**src/rtl/cpu_run_ctrl.sv**
```systemverilog
`default_nettype none
// ============================================================================
//  Module   : cpu_run_ctrl
//  Brief    : Run-control / debug unit for a 6502 core. Provides halt, free-run,
//             divided slow-run, cycle-step and instruction-step modes, address
//             breakpoints and cycle/instruction counters.
//  Revision : 1.0  initial release
// ============================================================================
module cpu_run_ctrl #(
    parameter int ADDR_W = 16,
    parameter int DIV_W  = 26,
    parameter int NUM_BP = 2,
    parameter int CNT_W  = 32
) (
    input  logic                     CLK,
    input  logic                     RESET_N,
    input  logic [1:0]               MODE,
    input  logic [DIV_W-1:0]         DIV_VAL,
    input  logic                     STEP_BTN,
    input  logic                     STEP_INSTR,
    input  logic                     RESUME,
    input  logic                     CLR_CNT,
    input  logic                     SYNC,
    input  logic [ADDR_W-1:0]        ADDR,
    input  logic [NUM_BP*ADDR_W-1:0] BP_ADDR,
    input  logic [NUM_BP-1:0]        BP_EN,
    output logic                     CPU_EN,
    output logic [2:0]               STATE,
    output logic [2:0]               BP_ID,
    output logic [CNT_W-1:0]         CYCLE_CNT,
    output logic [CNT_W-1:0]         INSTR_CNT
);

    localparam logic [1:0] c_MODE_HALT = 2'b00;
    localparam logic [1:0] c_MODE_FREE = 2'b01;
    localparam logic [1:0] c_MODE_SLOW = 2'b10;
    localparam logic [1:0] c_MODE_STEP = 2'b11;

    typedef enum logic [2:0] {
        S_HALT  = 3'd0,
        S_RUN   = 3'd1,
        S_STEP  = 3'd2,
        S_ISTEP = 3'd3,
        S_BREAK = 3'd4
    } state_t;

    state_t           r_state;
    logic             r_step_meta;
    logic             r_step_sync;
    logic             r_step_dly;
    logic             r_step_pulse;
    logic [DIV_W-1:0] r_div_cnt;
    logic             r_skip_bp;
    logic [2:0]       r_bp_id;
    logic [CNT_W-1:0] r_cycle_cnt;
    logic [CNT_W-1:0] r_instr_cnt;

    logic             w_bp_match;
    logic [2:0]       w_bp_idx;
    logic             w_bp_hit;
    logic             w_bp_armed;
    logic             w_bp_block;
    logic             w_mode_run;
    logic             w_div_tick;
    logic             w_req;

    // Descending scan so the lowest matching index is the one left standing.
    always_comb begin
        w_bp_match = 1'b0;
        w_bp_idx   = 3'd0;
        for (int i = NUM_BP - 1; i >= 0; i--) begin
            if (BP_EN[i] && (ADDR == BP_ADDR[i*ADDR_W +: ADDR_W])) begin
                w_bp_match = 1'b1;
                w_bp_idx   = 3'(i);
            end
        end
    end

    assign w_bp_hit   = SYNC & w_bp_match;
    assign w_bp_armed = (r_state == S_RUN) || (r_state == S_ISTEP);
    assign w_bp_block = w_bp_hit & ~r_skip_bp & w_bp_armed;
    assign w_mode_run = (MODE == c_MODE_FREE) || (MODE == c_MODE_SLOW);
    assign w_div_tick = (r_div_cnt >= DIV_VAL);

    always_comb begin
        w_req = 1'b0;
        unique case (r_state)
            S_RUN:   w_req = (MODE == c_MODE_FREE) || ((MODE == c_MODE_SLOW) && w_div_tick);
            S_STEP:  w_req = r_step_pulse;
            S_ISTEP: w_req = 1'b1;
            default: w_req = 1'b0;
        endcase
    end

    // An instruction step stops on the next opcode fetch without executing it.
    assign CPU_EN    = w_req & ~w_bp_block & ~((r_state == S_ISTEP) & SYNC);
    assign STATE     = r_state;
    assign BP_ID     = r_bp_id;
    assign CYCLE_CNT = r_cycle_cnt;
    assign INSTR_CNT = r_instr_cnt;

    always_ff @(posedge CLK or negedge RESET_N) begin
        if (!RESET_N) begin
            r_step_meta  <= 1'b0;
            r_step_sync  <= 1'b0;
            r_step_dly   <= 1'b0;
            r_step_pulse <= 1'b0;
        end else begin
            r_step_meta  <= STEP_BTN;
            r_step_sync  <= r_step_meta;
            r_step_dly   <= r_step_sync;
            r_step_pulse <= r_step_sync & ~r_step_dly;
        end
    end

    always_ff @(posedge CLK or negedge RESET_N) begin
        if (!RESET_N) begin
            r_div_cnt <= '0;
        end else if ((r_state == S_RUN) && (MODE == c_MODE_SLOW)) begin
            r_div_cnt <= w_div_tick ? '0 : r_div_cnt + DIV_W'(1);
        end else begin
            r_div_cnt <= '0;
        end
    end

    always_ff @(posedge CLK or negedge RESET_N) begin
        if (!RESET_N) begin
            r_state   <= S_HALT;
            r_bp_id   <= 3'd0;
            r_skip_bp <= 1'b0;
        end else begin
            if (CPU_EN) begin
                r_skip_bp <= 1'b0;
            end
            if (MODE == c_MODE_HALT) begin
                r_state <= S_HALT;
            end else begin
                unique case (r_state)
                    S_HALT: begin
                        r_state <= (MODE == c_MODE_STEP) ? S_STEP : S_RUN;
                    end
                    S_RUN: begin
                        if (w_bp_block) begin
                            r_state <= S_BREAK;
                            r_bp_id <= w_bp_idx;
                        end else if (MODE == c_MODE_STEP) begin
                            r_state <= S_STEP;
                        end
                    end
                    S_STEP: begin
                        if (r_step_pulse && STEP_INSTR) begin
                            r_state <= S_ISTEP;
                        end else if (w_mode_run) begin
                            r_state <= S_RUN;
                        end
                    end
                    S_ISTEP: begin
                        if (w_bp_block) begin
                            r_state <= S_BREAK;
                            r_bp_id <= w_bp_idx;
                        end else if (SYNC) begin
                            r_state <= S_STEP;
                        end else if (w_mode_run) begin
                            r_state <= S_RUN;
                        end
                    end
                    S_BREAK: begin
                        // Skip lets the stalled breakpoint fetch execute once.
                        if (RESUME) begin
                            r_state   <= w_mode_run ? S_RUN : S_STEP;
                            r_skip_bp <= 1'b1;
                        end
                    end
                    default: begin
                        r_state <= S_HALT;
                    end
                endcase
            end
        end
    end

    always_ff @(posedge CLK or negedge RESET_N) begin
        if (!RESET_N) begin
            r_cycle_cnt <= '0;
            r_instr_cnt <= '0;
        end else if (CLR_CNT) begin
            r_cycle_cnt <= '0;
            r_instr_cnt <= '0;
        end else if (CPU_EN) begin
            r_cycle_cnt <= r_cycle_cnt + CNT_W'(1);
            if (SYNC) begin
                r_instr_cnt <= r_instr_cnt + CNT_W'(1);
            end
        end
    end

endmodule
`default_nettype wire

```
**config.mk**
```make
export PLATFORM = sky130hd
export DESIGN_NAME = cpu_run_ctrl
export DESIGN_NICKNAME = d
export VERILOG_FILES = /design/src/rtl/cpu_run_ctrl.sv
export SDC_FILE = /design/constraint.sdc
export NUM_CORES = 1
export LEC_CHECK = 0
export BUFFER_PORTS_ARGS = -buffer_cell sky130_fd_sc_hd__buf_4
export CAP_MARGIN = 20
export CORE_MARGIN = 2
export CORE_UTILIZATION = 35
export DETAILED_ROUTE_END_ITERATION = 10
export GPL_ROUTABILITY_DRIVEN = 0
export GPL_TIMING_DRIVEN = 0
export PLACE_DENSITY = 0.55
export SYNTH_ARGS = -nofsm -noshare
export SYNTH_HDL_FRONTEND = slang
export SYNTH_SLANG_ARGS = --single-unit
```
**constraint.sdc**
```tcl
create_clock -name CLK -period 3.7 [get_ports CLK]
set_clock_uncertainty 0.2 [all_clocks]
set_input_delay 0.185 -clock CLK [delete_from_list [all_inputs] [get_ports CLK]]
set_output_delay 0.185 -clock CLK [all_outputs]
set_load 0.05 [all_outputs]
```
==> results.txt <==
- The flow ran to the end, and the final reports show no timing, DRC or antenna violations.
* Worst path depth: 10
* Clock transition at path regs: around 0.07 ns
* Final period demand of the worst path: between 3 and 4 ns
* Number of max-cap violations: 0
- Counting the fill cells in the layout gives roughly 1,800.
* Post-CTS setup buffer count: 0
- For this run, design rule violations remaining after detail routing come to 0.
- The number of global-route vias before repair came to between 5,000 and 6,000.
* Share of synthesized area occupied by flip-flops and latches: 0.372
* Launch point of the critical path: r_div_cnt[7]
- Of the total power, the clock network draws 0.307.
* Die Outline Area: about 0.020 mm^2
- For this run, the slowest stage of the critical path takes roughly 0.43 ns.
- VDD IR max: 0.230 mV
- Fin. max-slew vios: 0
- The internal portion of the total power is about 2000 uW.
- At the pin with the least slew margin, the transition time is between 0.7 and 0.8 ns.
- In the synthesized netlist the async set-or-reset flop fraction comes to 1.00.
- FF-to-FF Start: r_div_cnt[7]
- The synthesized design contains 0 enable-type register cells.
- For this configuration, the core starts out at a cell density of 0.356.
- CP endpoint kind: output pin
- Layout Area Growth over Synthesis: 27.4%
- In this run the core area contains 50 standard-cell rows.
- The clock passes through at most 2 buffers.
- Leakage dissipation: around 0.0037 uW
- The repair_antennas step left the layout with diodes totalling 0.
- Cell count of the worst hold path: 3
- In the final routed layout, each cell accounts on average for 17.0 um.
* Count of final setup violators: 0
- Vertical die dimension: roughly 140 um
- Type of origin of the critical path: flip-flop
- The die is ~140 um wide.
- The later pin in the worst-skew pair is clocked with a latency of between 0.3 and 0.4 ns.
* Share of cells above drive strength 1: 0.230
* Number of standard cells after synthesis: 746
- Port buffering added between 150 and 200 buffers.
- In this run the power density over the cells is 392 mW/mm^2.
* Tot Pwr: approximately 3300 uW
- The min-delay analysis places its worst path in the category primary input to flip-flop.
- Switching power: 1300 uW
* Chain of cells forming the critical path: ha_1, a211oi_1, nor2_1, a2111o_1, a31o_1, a211oi_2, buf_6, buf_6, nor2_1, buf_4
- Worst-case reg-to-reg path depth: 10
* # H-tree levels: 3
- Of the total power, the share spent switching nets is 0.393.
- Cell at the slowest stage of the critical path: sky130_fd_sc_hd__dfrtp_1
- Based on the critical path, the design can be clocked at up to ~280 MHz.
* Wire length of the first global-routing pass: 31,200 um
* Sequential cell fraction of total power: 0.343
- Core Box Area: ~0.019 mm^2
* Worst rel slew slack: 0.496
- Post-DRT Antenna Nets: 0
- The critical path is of the flip-flop to output pin type.
* Crit Path Max Fanout: 10
* Total overflow reported by the global router: 0
- The startpoint identified for the worst hold timing path is CLR_CNT.
* Combinational share of power: 0.350
* Detailed Place HPWL: between 10,000 and 15,000 um
- Number of antenna violations at the first check in global routing: 0
- Yosys warnings: 0
* Clock root buffer master: sky130_fd_sc_hd__clkbuf_16
- Number of failing hold endpoints at the final stage: 0
* Total clock buffers created by CTS: 9
- Together, buffers and inverters on the worst path number 3.
- Each instance of the synthesized netlist takes up on average roughly 8.9 um^2.
* Detailed-router iteration count before antenna repair: 5
- Count of routing violations after the opening detailed-route iteration: slightly above 400
- Ratio of final minimum period to clock period: 0.959
- Counting every sink on the clock net gives 99.
* Post-synth cell types: 48
- After detailed routing, the number of vias per cell comes to between 5 and 6.
* Pin count of the biggest net entering global routing: 55
- Vias after detailed routing: 6,207
- After synthesis the netlist holds a flip-flop and latch count of a little under 100.
- Data on the critical path arrives at its endpoint at around 3.2 ns.
- RSZ-0062 raised after global routing: no
* Number of ports placed on the die boundary: between 150 and 200
- CTS tree: done
- In the global route stage, overall resource usage came out at 0.195.
- For the final routed database, the setup TNS stands at 0 ns.
* Leading register cell type out of synthesis: sky130_fd_sc_hd__dfrtp_1
* Post-Synthesis Cell Area: between 0.006 and 0.007 mm^2
- Number of nets in the final layout: 1,033
- WP data required: 3.31 ns
* Family with the most delay on the worst path: compound AO/OA/AOI/OAI gates
* Aggregate routed wire length: between 15,000 and 20,000 um
[cell usage after synthesis (all sizes together), types with 2 or more instances]
cell type  number  area share
inv            37       0.021
nand2b          5      0.0047
nor2           63       0.036
o21ai          11      0.0083
nor2b          14       0.013
a311oi          3      0.0040
nand2          44       0.025
and3           25       0.024
dfrtp          99        0.37
nor4            9       0.015
nand4          35       0.034
ha             33       0.062
xor2           18       0.024
mux2           11       0.022
nand3          43       0.033
or4            46       0.052
buf            22       0.027
a211oi          3      0.0041
xnor2          38       0.050
nor3           19       0.014
and4            9       0.012
and2            5      0.0047
a2111oi         2      0.0026
a31o            4      0.0053
or3             3      0.0028
a21oi          64       0.048
clkbuf         25       0.014
o31ai          47       0.053
[cell usage in the layout, fill, tap and decap left out, drive strengths merged, types with 2 or more instances in the layout]
cell           n
clkbuf        35
o21ai         11
nor2          63
a2111oi        2
nand2         44
mux2          11
nand3         43
a211oi         3
conb           2
nand2b         5
a31o           4
and2           5
dlygate4sd3    3
a311oi         3
a21oi         64
xnor2         38
nor4           9
or3            3
dfrtp         99
and3          25
or4           46
nor3          19
buf          176
inv           40
nand4         35
ha            33
xor2          18
o31ai         47
and4           9
nor2b         14
[through the flow]
step | utilization | setup WS, ns | std cells | hold WS (ns) | cell area, um^2
detailed placement | 0.434 | 0.403 | 1135 | 0.0964 | 8120
finish | 0.453 | 0.153 | 1154 | 0.0276 | 8470
CTS | 0.453 | 0.00475 | 1154 | 0.0193 | 8460
global placement | 0.433 | 0.454 | 1134 | 0.0953 | 8100
floorplan | - | 0.622 | 747 | -0.311 | 6660
global route | 0.453 | 0.0176 | 1154 | 0.0295 | 8470
[path summary, 6_finish.rpt]
kind | end | slack (ns)
setup / recovery | CPU_EN | 0.15
hold / removal | INSTR_CNT[8] | 0.03
setup reg to reg | INSTR_CNT[12] | 0.52
hold reg to reg | r_step_sync | 0.15
max in group asynchronous | INSTR_CNT[14] | 2.34
min in group asynchronous | r_div_cnt[16] | 0.24
[metal layers]
| layer | GRT usage | part of all wire |
|---|---|---|
| met5 | 0 | 0 |
| met4 | 0.0605 | 0.016 |
| met3 | 0.0300 | 0.040 |
| met2 | 0.320 | 0.47 |
| met1 | 0.266 | 0.47 |
[flip-flops by register name, indices dropped and copies added, names as in the netlist]
name	flops
r_step_sync	1
r_step_pulse	1
INSTR_CNT	32
CYCLE_CNT	32
r_step_meta	1
r_skip_bp	1
r_div_cnt	26
BP_ID	1
r_step_dly	1
STATE	3
[cells by family (layout without fill, tap and decap cells)]
| logic type | Yosys count | in the layout | share of synthesized area |
|---|---|---|---|
| AO/OA/AOI/OAI | 140 | 140 | 0.135 |
| buffers and inverters | 84 | 257 | 0.0625 |
| other | 1 | 2 | 0.000564 |
| flip-flops | 99 | 99 | 0.372 |
| adder cells (fa/ha/maj) | 33 | 33 | 0.0621 |
| XOR/XNOR | 56 | 56 | 0.0737 |
| multiplexers | 12 | 12 | 0.0235 |
| AND/OR/NAND/NOR | 321 | 321 | 0.271 |
[cell type report]
class,instances,area [um^2],share of cell area
clock inverters,6,71.3,0.00842
repair buffers,157,1210,0.142
well taps,234,293,0.0346
plain buffers,47,277,0.0326
clock buffers,10,239,0.0282
flip-flops and latches,99,2480,0.292
inverters,37,139,0.0164
multi-input cells,564,3770,0.445
[worst min-delay path: stages]
cell                      delay, ns
sky130_fd_sc_hd__buf_4         0.14
sky130_fd_sc_hd__nor2b_1       0.09
sky130_fd_sc_hd__mux2_1        0.12
[power by group through the flow]
stage | clock, uW | sequential (uW) | combinational (uW)
5_1_grt | 1070 | 1140 | 1260
2_1_floorplan | 0 | 1220 | 660
6_report | 1020 | 1140 | 1160
4_1_cts | 1040 | 1140 | 1160
3_5_place_dp | 0 | 1160 | 1160
3_3_place_gp | 0 | 1160 | 1160
[what timing repair did]
item,CTS,global route
hold buffers,3,0
hold endpoints to repair,56,0
gates resized for setup,0,2
setup endpoints to repair,0,1
(Power assumes the default switching activity.)
